`src/rtl/pulse_burst_decoder.sv`:
```
// Pulse-burst receiver: counts the rising edges of one burst on pulse_in and
// offers value N-1 on the dav_/rfd handshake. Define PULSE_BURST_DECODER_ERR_EN to enable err.
module pulse_burst_decoder #(
  parameter int unsigned GAP = 4
) (
  input  logic       clock,
  input  logic       reset,
  input  logic       pulse_in,
  input  logic       rfd,
  output logic       dav_,
  output logic [1:0] numero,
  output logic       err
);

  // Handshake: the decoder is the producer. dav_ low means numero is valid and
  // stable; it stays low until the consumer drops rfd, then waits for rfd to
  // rise again before listening to the line.
  typedef enum logic [1:0] {
    IDLE    = 2'd0,
    COUNT   = 2'd1,
    OFFER   = 2'd2,
    RELEASE = 2'd3
  } state_t;

  localparam logic [3:0] GAP_LAST = 4'(GAP - 1);

  state_t     state;
  logic       prev;
  logic       rise;
  logic [2:0] pulse_cnt;
  logic [3:0] gap_cnt;
  logic       burst_done;
  logic [1:0] decoded;

  assign rise       = pulse_in & ~prev;
  assign burst_done = (state == COUNT) && !pulse_in && (gap_cnt == GAP_LAST);
  // Bursts longer than four pulses saturate to the largest value.
  assign decoded    = (pulse_cnt >= 3'd4) ? 2'd3 : 2'(pulse_cnt - 3'd1);

  always_ff @(posedge clock) begin
    if (reset) begin
      state     <= IDLE;
      prev      <= 1'b0;
      pulse_cnt <= 3'd0;
      gap_cnt   <= 4'd0;
      dav_      <= 1'b1;
      numero    <= 2'd0;
    end else begin
      prev <= pulse_in;
      case (state)
        IDLE: begin
          dav_ <= 1'b1;
          if (rise) begin
            pulse_cnt <= 3'd1;
            gap_cnt   <= 4'd0;
            state     <= COUNT;
          end
        end
        COUNT: begin
          if (rise && pulse_cnt != 3'd7) begin
            pulse_cnt <= pulse_cnt + 3'd1;
          end
          if (pulse_in) begin
            gap_cnt <= 4'd0;
          end else if (burst_done) begin
            gap_cnt <= 4'd0;
            numero  <= decoded;
            dav_    <= 1'b0;
            state   <= OFFER;
          end else begin
            gap_cnt <= gap_cnt + 4'd1;
          end
        end
        OFFER: begin
          if (!rfd) begin
            dav_  <= 1'b1;
            state <= RELEASE;
          end
        end
        RELEASE: begin
          dav_ <= 1'b1;
          if (rfd) begin
            state <= IDLE;
          end
        end
        default: begin
          state <= IDLE;
          dav_  <= 1'b1;
        end
      endcase
    end
  end

`ifdef PULSE_BURST_DECODER_ERR_EN
  // Strobe on an oversize burst and on any pulse arriving while busy offering.
  always_ff @(posedge clock) begin
    if (reset) begin
      err <= 1'b0;
    end else begin
      err <= (burst_done && (pulse_cnt > 3'd4)) ||
             (((state == OFFER) || (state == RELEASE)) && rise);
    end
  end
`else
  assign err = 1'b0;
`endif

endmodule

```
`config.mk`:
```
export PLATFORM = sky130hd
export DESIGN_NAME = pulse_burst_decoder
export DESIGN_NICKNAME = d
export VERILOG_FILES = /design/src/rtl/pulse_burst_decoder.sv
export SDC_FILE = /design/constraint.sdc
export NUM_CORES = 1
export LEC_CHECK = 0
export ABC_AREA = 1
export ABC_CLOCK_PERIOD_IN_PS = 1300
export CORE_MARGIN = 2
export CORE_UTILIZATION = 42
export CTS_BUF_LIST = sky130_fd_sc_hd__clkbuf_4 sky130_fd_sc_hd__clkbuf_8
export DETAILED_ROUTE_END_ITERATION = 7
export HOLD_SLACK_MARGIN = 0.15
export PLACE_DENSITY = 0.61
export RECOVER_POWER = 50
export SLEW_MARGIN = 20
export SYNTH_ARGS = -nofsm -noshare
export SYNTH_HDL_FRONTEND = slang
export SYNTH_SLANG_ARGS = --single-unit
```
`constraint.sdc`:
```
create_clock -name clock -period 1.3 [get_ports clock]
set_clock_uncertainty 0.15 [all_clocks]
set_input_delay 0.13 -clock clock [delete_from_list [all_inputs] [get_ports clock]]
set_output_delay 0.13 -clock clock [all_outputs]
set_load 0.03 [all_outputs]
```
==> results by group, run 1 <==
Global route
  • Initial antenna violation count: 0
  • GRT Util Overall: 17.0%
  • Global-route wire length before repair: 2510 um
  • GR Overflow Total: 0
  • Vias in the first global route: 625
  • Pin count of the biggest net entering global routing: 8

Yosys
  • Largest cells by area after synthesis: dfxtp_1 (34%), ha_1 (13%), inv_1 (8.3%)
  • Mapped Cells: 104
  • Cell taking the most area after synthesis: dfxtp_1
  • Synthesized flop and latch total: 13
  • Synthesized area: 764 um^2
  • Cell variety after synth: 20
  • Avg Inst Size Synth: 7.35 um^2
  • Synth top area share: 34.0%
  • Post-Syn Nets: 116
  • Seq/Total Area, Yosys: 34.0%
  • Yosys Warn Count: 0

Pwr
  • Pwr per Cell Area: 1530 mW/mm^2
  • Reported leakage power: 0.491 nW
  • Logic pwr share: 56.4%
  • Total power: 1.77 mW
  • NetSw: 0.750 mW
  • P_int: 1.02 mW
  • Share of total power in sequential cells: 28.4%
  • Max VDD drop: 1.04 mV
  • Net Sw Frac: 42.4%
  • Clk network pwr share: 15.2%

Placed design
  • Pre-CTS setup slack: -214 ps
  • RePlAce Congestion: 0.780
  • Dpl hpwl: 1160 um
  • PortBufs: 6

Route
  • Via-to-Cell Ratio: 4.62
  • DR WL/cell: 12.0 um
  • DR vias: 697
  • DR DRC count: 0
  • Drt first pass iters: 4
  • Final WL: 1820 um
  • Iteration-0 DRC Markers: 22
  • Antenna-violating nets left: 0

Timing
  • PnR worst setup slack: -76.3 ps
  • Setup TNS: -477 ps
  • Fin. Hold Viols: 0
  • Slew Limit Fails: 0
  • Fin Hold WS: 367 ps
  • FMAX: 727 MHz
  • Finish-stage setup viols: 10
  • Final period utilization: 106%
  • Fin crit period: 1380 ps
  • RSZ-0062 raised after global routing: yes

Critical path
  • Critical path class: register to register
  • Required @ worst endpoint: 1320 ps
  • CP endpoint kind: register
  • Crit path max fanout: 4
  • Startpoint types: register
  • Arr. time, crit path: 1400 ps

Floorplan
  • Core Region: 0.00173 mm^2
  • Rows: 15
  • IO Pins: 8
  • Initial Util: 44.3%
  • Die width: 46.7 um
  • Die ar.: 0.00218 mm^2
  • Die Height: 46.7 um

Final layout
  • Share of layout cells above drive strength 1: 47.6%
  • Final nets: 139
  • Area growth, synth to finish: 51.1%
  • Final core utilization: 66.9%
  • # diodes: 0

Clocking
  • Later-pin clock latency in the skew report: 270 ps
  • Cts hold-fix bufs: 0
  • H-tree levels: 1
  • CTS tree: yes
  • Clock-pin slew on the worst setup and hold paths: 80 ps
  • CTS max path bufs: 2
  • Clock sink count: 13
  • Cts bufs inserted: 3
  • CTS root buf: clkbuf_4

Run
  • Max-Cap Viols: 0

Run status
  • Failing checks: setup timing
  • Status: complete, but fails checks

Min path
  • HP Class: register to register
==> state kept, by name (all words and copies together), names as in the netlist <==
signal,cells
dav_,1
pulse_cnt,3
state,2
numero,2
gap_cnt,4
prev,1
==> cells in the mapped netlist (all sizes together) <==
master / number
nor2: 18
nand3: 7
o21ai: 5
a21oi: 7
xor2: 1
inv: 19
ha: 8
buf: 1
nand2: 21
nor3: 1
dfxtp: 13
a22oi: 2
conb: 1
==> power groups by stage <==
stage                     combinational (mW)  sequential (mW)  clock, mW
final                                  0.999            0.503      0.268
after detailed placement               0.654            0.490          0
after global routing                    1.09            0.508      0.298
after CTS                              0.754            0.486      0.279
after global placement                 0.641            0.488          0
after floorplan                        0.482            0.487          0
==> logic make-up (layout without fill, tap and decap cells) <==
family	after synthesis	in the layout	synth area share, %
fa+ha+maj	8	8	13.1
buf+inv	20	42	10.3
simple gates	47	47	29.6
compound gates	14	14	11.3
flops	13	13	34.0
other cells	1	1	0.491
xor+xnor	1	1	1.15
==> routing by layer <==
layer	global-route usage (%)	vias up	wire, um	part of all wire, %
met1	19.0	316	785	43
li1	-	366	-	-
met3	5.49	2	44	2.4
met2	27.8	13	977	54
met4	10.0	0	11	0.60
met5	0	-	0	0
==> placed cells by master (no fill, tap or decap), drive strengths merged <==
| cell type | count |
|---|---|
| a21oi | 7 |
| a22oi | 2 |
| buf | 13 |
| clkbuf | 5 |
| clkdlybuf4s15 | 2 |
| clkdlybuf4s50 | 3 |
| conb | 1 |
| dfxtp | 13 |
| ha | 8 |
| inv | 19 |
| nand2 | 21 |
| nand3 | 7 |
| nor2 | 18 |
| nor3 | 1 |
| o21ai | 5 |
| xor2 | 1 |
==> cell type report <==
class                      count  area [um^2]
sequential                    13          267
multi-input combinational     71          589
timing repair buffer          19          156
inverter                      19         81.3
fill                         147          572
tap                           25         31.3
clock buffer                   4         30.0
==> worst paths after layout <==
path | start | endpoint | slack, ps | cells after the start
worst max-delay path | state[1] | state[1] | -80 | 8
worst min-delay path | pulse_cnt[0] | pulse_cnt[0] | 370 | 2
worst max register to register | state[1] | state[1] | -80 | 8
worst min register to register | pulse_cnt[0] | pulse_cnt[0] | 370 | 2
==> worst max-delay path: stages, from the launching register on <==
cell	delay (ps)
dfxtp_2	340
buf_6	120
ha_4	160
nand2_4	80
nand2_4	60
o21ai_4	170
nand3_2	80
nand2_1	60
nor2_1	40
==> metrics by stage <==
| step | cell area [um^2] | instances |
|---|---|---|
| after global routing | 1150 | 151 |
| after CTS | 1030 | 150 |
| after detailed placement | 956 | 145 |
| final | 1150 | 151 |
| after floorplan | 790 | 104 |
| after global placement | 956 | 145 |
==> timing repair <==
item	4_1_cts	5_1_grt
setup endpoints to repair	15	15
pin swaps	9	13
buffers inserted	1	1
resized for setup	13	33
Power figures use the tool's default switching activity.
==> run 2, diff against run 1 <==
--- a/config.mk
+++ b/config.mk
@@ -5,14 +5,13 @@
 export SDC_FILE = /design/constraint.sdc
 export NUM_CORES = 1
 export LEC_CHECK = 0
-export ABC_AREA = 1
 export ABC_CLOCK_PERIOD_IN_PS = 1300
 export CORE_MARGIN = 2
 export CORE_UTILIZATION = 42
 export CTS_BUF_LIST = sky130_fd_sc_hd__clkbuf_4 sky130_fd_sc_hd__clkbuf_8
 export DETAILED_ROUTE_END_ITERATION = 7
 export HOLD_SLACK_MARGIN = 0.15
-export PLACE_DENSITY = 0.61
+export PLACE_DENSITY = 0.62
 export RECOVER_POWER = 50
 export SLEW_MARGIN = 20
 export SYNTH_ARGS = -nofsm -noshare
==> results by group, run 2 <==
Final layout
  • Share of layout cells above drive strength 1: 59.8%
  • Area growth, synth to finish: 60.8%
  • Max FFs per register: 4
  • Final nets: 125
  • Biggest regs: gap_cnt x4, pulse_cnt x3
  • # diodes: 0
  • Filler cells: 127
  • Top reg by flops: gap_cnt
  • Design area: 0.00120 mm^2
  • Most common cell after layout, fill and taps aside: buf_4
  • Multi-input gate area: 629 um^2
  • Commonest cells after routing, fill and taps aside: buf_4 (17), nor2_1 (7), dfxtp_1 (7)
  • Sequential Area: 273 um^2

Critical path
  • Required @ worst endpoint: 1360 ps
  • Crit-path cells: ha_4 > nor3b_4 > nand2_2 > a221o_1 > a21oi_2
  • Reg-to-Reg Start: gap_cnt[1]
  • Critical path class: register to register
  • Arr. time, crit path: 1570 ps
  • Startpoint types: register
  • Register-to-register setup slack: -210 ps
  • R2R Path End: state[0]
  • CP endpoint kind: register
  • Worst reg-to-reg path cell count: 5
  • Worst path slowest cell: dfxtp_2
  • CP max stage delay: 360 ps
  • Crit path max fanout: 3

Pwr
  • Pwr per Cell Area: 1510 mW/mm^2
  • Max VDD drop: 1.33 mV
  • Total power: 1.81 mW
  • Reported leakage power: 0.450 nW

Clocking
  • Clock-pin slew on the worst setup and hold paths: 80 ps
  • CTS tree: yes
  • CTS max path bufs: 2
  • Cts bufs inserted: 3
  • Cts hold-fix bufs: 0
  • CTS root buf: clkbuf_4
  • H-tree levels: 1
  • Clock sink count: 13
  • Later-pin clock latency in the skew report: 270 ps

Global route
  • Global-route wire length before repair: 2890 um
  • GR Overflow Total: 0
  • Vias in the first global route: 672
  • Pin count of the biggest net entering global routing: 8
  • GRT Util Overall: 19.0%
  • Initial antenna violation count: 0

Min path
  • Hold Path End: dav_
  • HP Class: register to register
  • Hold depth: 1
  • Hold Crit Start: dav_

Floorplan
  • IO Pins: 8
  • Initial Util: 44.1%
  • Rows: 15
  • Die Height: 46.1 um
  • Core Region: 0.00169 mm^2
  • Die width: 46.1 um
  • Die ar.: 0.00213 mm^2

Yosys
  • Mapped Cells: 84
  • Synth top area share: 35.0%
  • Synthesized area: 744 um^2
  • Most frequent cells after synthesis: dfxtp_1 (13), nor2_1 (10), a21oi_1 (9)
  • Largest cells by area after synthesis: dfxtp_1 (35%), ha_1 (13%), a21oi_1 (6.1%)
  • Yosys Warn Count: 0
  • Post-synth ARST share: 0%
  • Count leader, synth: dfxtp_1
  • Cell taking the most area after synthesis: dfxtp_1
  • Post-Syn Nets: 96
  • Seq/Total Area, Yosys: 35.0%
  • Avg Inst Size Synth: 8.86 um^2
  • Cell variety after synth: 34
  • Post-synth EDFFs: 0
  • Main flop type after synthesis: dfxtp_1
  • Synthesized flop and latch total: 13

Placed design
  • PortBufs: 6
  • Dpl hpwl: 1170 um
  • RePlAce Congestion: 0.806
  • DP Area: 993 um^2

Route
  • Iteration-0 DRC Markers: 16
  • DR DRC count: 0
  • Antenna-violating nets left: 0
  • Via-to-Cell Ratio: 5.60
  • DR vias: 722
  • Final WL: 1840 um
  • DR WL/cell: 14.3 um
  • Drt first pass iters: 4

Timing
  • Final period utilization: 116%
  • RSZ-0062 raised after global routing: yes
  • Fin. Hold Viols: 0
  • PnR worst setup slack: -207 ps
  • Finish-stage setup viols: 12
  • Slew Limit Fails: 0
  • FMAX: 664 MHz
  • Fin crit period: 1510 ps

Run
  • Max-Cap Viols: 0

Run status
  • Failing checks: setup timing
  • Status: complete, but fails checks
run 2: cell types whose count changed after synthesis, sizes merged, moves of 2 or more:
cell	change
a311oi	+2
nor2	-8
nand2	-19
o21ai	-4
nand3	-6
nand2b	+3
a211oi	+2
inv	-13
a21oi	+3
nor2b	+5
run 2: how the worst max path moves through the flow:
stage	cells past startpoint	startpoint	slack, ps	endpoint
after global placement	5	pulse_in	-270	state[0]
after detailed placement	5	pulse_in	-310	state[0]
after floorplan	5	gap_cnt[0]	-140	state[0]
after CTS	6	state[1]	-180	pulse_cnt[0]
final	5	gap_cnt[1]	-210	state[0]
after global routing	7	state[1]	-270	pulse_cnt[2]
run 2: critical path: cells and delay by family (launching register included):
family,cells,cell delay [ps]
AO/OA/AOI/OAI,2,430
AND/OR/NAND/NOR,2,370
flip-flops,1,360
adder cells (fa/ha/maj),1,140
run 2: logic make-up (layout without fill, tap and decap cells):
family,count (synthesis),count (layout),synth area share [%]
simple gates,29,29,23.7
compound gates,23,23,20.8
flops,13,13,35.0
buf+inv,9,37,5.21
fa+ha+maj,8,8,13.4
other cells,1,1,0.504
mux,1,1,1.34
run 2: repair_timing:
action,CTS,global route
buffers inserted,5,1
resized for setup,24,23
endpoints found under the setup margin,15,15
pin swaps,3,9
hold endpoints to repair,0,0
run 2: final cells by class:
cell class	instances	share of cell area, %
timing repair buffer	27	18.1
clock buffer	4	2.51
multi-input combinational	62	52.6
tap	17	1.78
inverter	6	2.30
sequential	13	22.8
run 2: metal layers:
layer,wire (um),share of wire (%),GRT usage (%),vias to the layer above
met5,0,0,0,-
met4,21,1.1,4.57,0
met3,73,4.0,5.88,4
met2,944,51,31.1,14
met1,804,44,24.1,352
li1,-,-,-,352
run 2: where the power goes:
group	switching, mW	internal, mW	leakage, nW	total, mW
logic	0.485	0.521	0.323	1.01
clock network	0.138	0.140	0.0184	0.278
registers	0.0694	0.459	0.109	0.528
total	0.693	1.12	0.450	1.81
run 2: metrics by stage:
stage          setup WS, ps  TNS (ps)  instances  hold WS (ps)  utilization (%)
2_1_floorplan          -142      -661         84          51.6                -
5_1_grt                -265     -2520        129           367             70.9
6_report               -207     -1790        129           338             70.9
4_1_cts                -184     -1750        128           350             66.8
3_5_place_dp           -314     -2540        119           304             58.8
3_3_place_gp           -273     -2290        119           304             58.8
==> RTL change: new RTL, flow settings as in run 1 <==
Re-encode `state_t` (4 states) as one-hot, 4 bits wide.
--- a/src/rtl/pulse_burst_decoder.sv
+++ b/src/rtl/pulse_burst_decoder.sv
@@ -17,7 +17,7 @@
   // rise again before listening to the line.
-  typedef enum logic [1:0] {
-    IDLE    = 2'd0,
-    COUNT   = 2'd1,
-    OFFER   = 2'd2,
-    RELEASE = 2'd3
+  typedef enum logic [3:0] {
+    IDLE    = 4'b0001,
+    COUNT   = 4'b0010,
+    OFFER   = 4'b0100,
+    RELEASE = 4'b1000
   } state_t;
Check against the original RTL: no difference found for any inputs over 10 cycles, from zero or initial values and one cycle with reset high; not proved beyond that.
==> RTL change against run 1 <==
  * The flow still finishes with violations (negative setup slack)
  * Setup slack improved by 0.012 ns
  * Sequential cell count rose by 2
  * Count of clock-buffer cells in the layout fell by 1
  * Utilization fell by 0.36 points
  * Cell count rose by 4.6%
  * Wire length fell by 2.9%
  * Synthesized area rose by 4.6%
  * Sequential share of layout area rose by 3.3 points
  * Highest routed layer unchanged
  * Final area rose by 1.6%
Power is not compared: it rests on default switching activity, and its combinational part moved more than twofold at a synthesized area within 25%.
==> RTL change: results (changes against run 1) <==
metric;value;unit;change
port_buffers;6;;unchanged
grt_pass1_vias;667;;+6.7%
ir_worst_vdd;0.632;mV;
yosys-top-cells-area;dfxtp_1 (38%), nand3_1 (12%), nand2_1 (7.5%), a21oi_1 (6.3%), ha_1 (6.3%);;
crit_path_end_kind;register;;
antenna_found_initial;0;;unchanged
setup_tns;-0.293;ns;+0.184 ns
synth.net_count;116;;unchanged
synth_commonest_cells;nand3_1 (19), nand2_1 (16), dfxtp_1 (15), nor2_1 (12);;
netlist_instances;108;;+3.8%
gp_congestion;0.765;;-2.0%
min_path_type;register to register;;
finalNetCount;142;;+2.2%
wire_per_inst;11.2;um;-7.2%
path_clk_slew;0.10;ns;+0.02 ns
cts_root_buf;clkbuf_4;;
cts-buffers-inserted;3;;unchanged
synthFlopType;dfxtp_1;;
grt_pass1_wl;2.81;mm;+12%
worstSkewPairLatency;0.29;ns;+0.02 ns
cp-startpoint;state[2]$_SDFFE_PP0P_;;
track_usage;0.181;;+0.0116
r2r-start;state[2]$_SDFFE_PP0P_;;
clock_path_buffers;2;;unchanged
top_regs;gap_cnt: 4 flops, state: 4 flops, pulse_cnt: 3 flops;;
synth_fa_ha_area_frac;0.0626;;-0.0683
placedCellCount;154;;+6.2%
finalSetupViolations;10;;unchanged
synthMuxAreaShare;0;;unchanged
yosys_warnings;0;;unchanged
grt_start_max_net_pins;10;;+2
r2r-end;pulse_cnt[1]$_SDFFE_PP0P_;;
fin_ws;-0.0638;ns;+0.0125 ns
htreeDepth;1;;unchanged
cp.arrival;1.44;ns;+0.04 ns
dr.pass1.iters;4;;unchanged
wirelength;1.77;mm;-2.9%
first_iter_violations;5;;-77%
status;complete, but fails checks;;
synth_xor_area_frac;0.0219;;+0.0105
synth_compound_area_frac;0.0814;;-0.0316
ys_seq_area_frac;0.376;;+0.0352
violations;negative setup slack;;
power_leakage;0.494;nW;
reg2reg_depth;7;;-1
drive_gt1_frac;0.474;;-0.00251
dp_hpwl;1.29;mm;+11%
synth_cell_type_count;24;;+20%
crit_fanout;5;;+1
num_antenna_cells;0;;unchanged
async_flop_share;0;;unchanged
detail_route.vias_per_cell;4.81;;+4.2%
[RTL change: worst min-delay path by stage]
stage	startpoint	end	slack, ns	cells after the start
3_5_place_dp	dav_$_SDFFE_PP1P_	dav_$_SDFFE_PP1P_	0.31	2
4_1_cts	dav_$_SDFFE_PP1P_	dav_$_SDFFE_PP1P_	0.34	2
6_report	dav_$_SDFFE_PP1P_	dav_$_SDFFE_PP1P_	0.33	2
2_1_floorplan	pulse_in	prev$_SDFF_PP0_	0.11	2
5_1_grt	dav_$_SDFFE_PP1P_	dav_$_SDFFE_PP1P_	0.36	2
3_3_place_gp	dav_$_SDFFE_PP1P_	dav_$_SDFFE_PP1P_	0.33	2
[RTL change: critical path, cell delays in order, from the launching register on]
cell and delay, ns:
dfxtp_2 0.35, nor2_4 0.20, inv_2 0.09, nor2_8 0.14
nand2_4 0.08, nand2_4 0.09, nand3_2 0.07, a21oi_2 0.12
[RTL change: power by group]
group          switching, W  internal [W]  leakage (nW)  total [W]
Combinational      0.000203      0.000144         0.351   0.000348
Sequential        0.0000291      0.000492         0.125   0.000521
Clock              0.000161      0.000115        0.0177   0.000276
[RTL change: cell families after synthesis]
| family | Yosys count |
|---|---|
| XOR/XNOR | 2 |
| buffers and inverters | 15 |
| flip-flops | 15 |
| other | 1 |
| adder cells (fa/ha/maj) | 4 |
| AO/OA/AOI/OAI | 13 |
| AND/OR/NAND/NOR | 58 |
[RTL change: per-stage QoR]
stage / area [um^2] / setup slack, ns / power, W / hold slack (ns)
6_report: 1170 / -0.0638 / 0.00114 / 0.330
5_1_grt: 1170 / -0.126 / 0.00122 / 0.361
4_1_cts: 1120 / -0.0634 / 0.00112 / 0.336
3_5_place_dp: 1030 / -0.186 / 0.000818 / 0.308
3_3_place_gp: 1030 / -0.187 / 0.000814 / 0.334
2_1_floorplan: 826 / 0.00273 / 0.000717 / 0.105
[RTL change: area by class of cell]
cell class                      count  area (um^2)
Clock buffer                        3         22.5
Clock inverter                      1         5.00
Fill cell                         166          591
Inverter                           13         48.8
Multi-Input combinational cell     78          572
Sequential cell                    15          309
Tap cell                           25         31.3
Timing Repair Buffer               23          185
[RTL change: timing repair]
item,4_1_cts,5_1_grt
setup buffers,0,0
endpoints found under the setup margin,12,14
endpoints found under the hold margin,0,0
pin swaps,3,4
gates cloned,0,0
gates resized for setup,15,15
[RTL change: per-layer routing]
layer	vias to the layer above	global-route usage	routed length, um
met4	0	0.0973	34
li1	399	-	-
met2	7	0.281	858
met5	-	0	0
met3	5	0.0340	31
met1	349	0.238	841
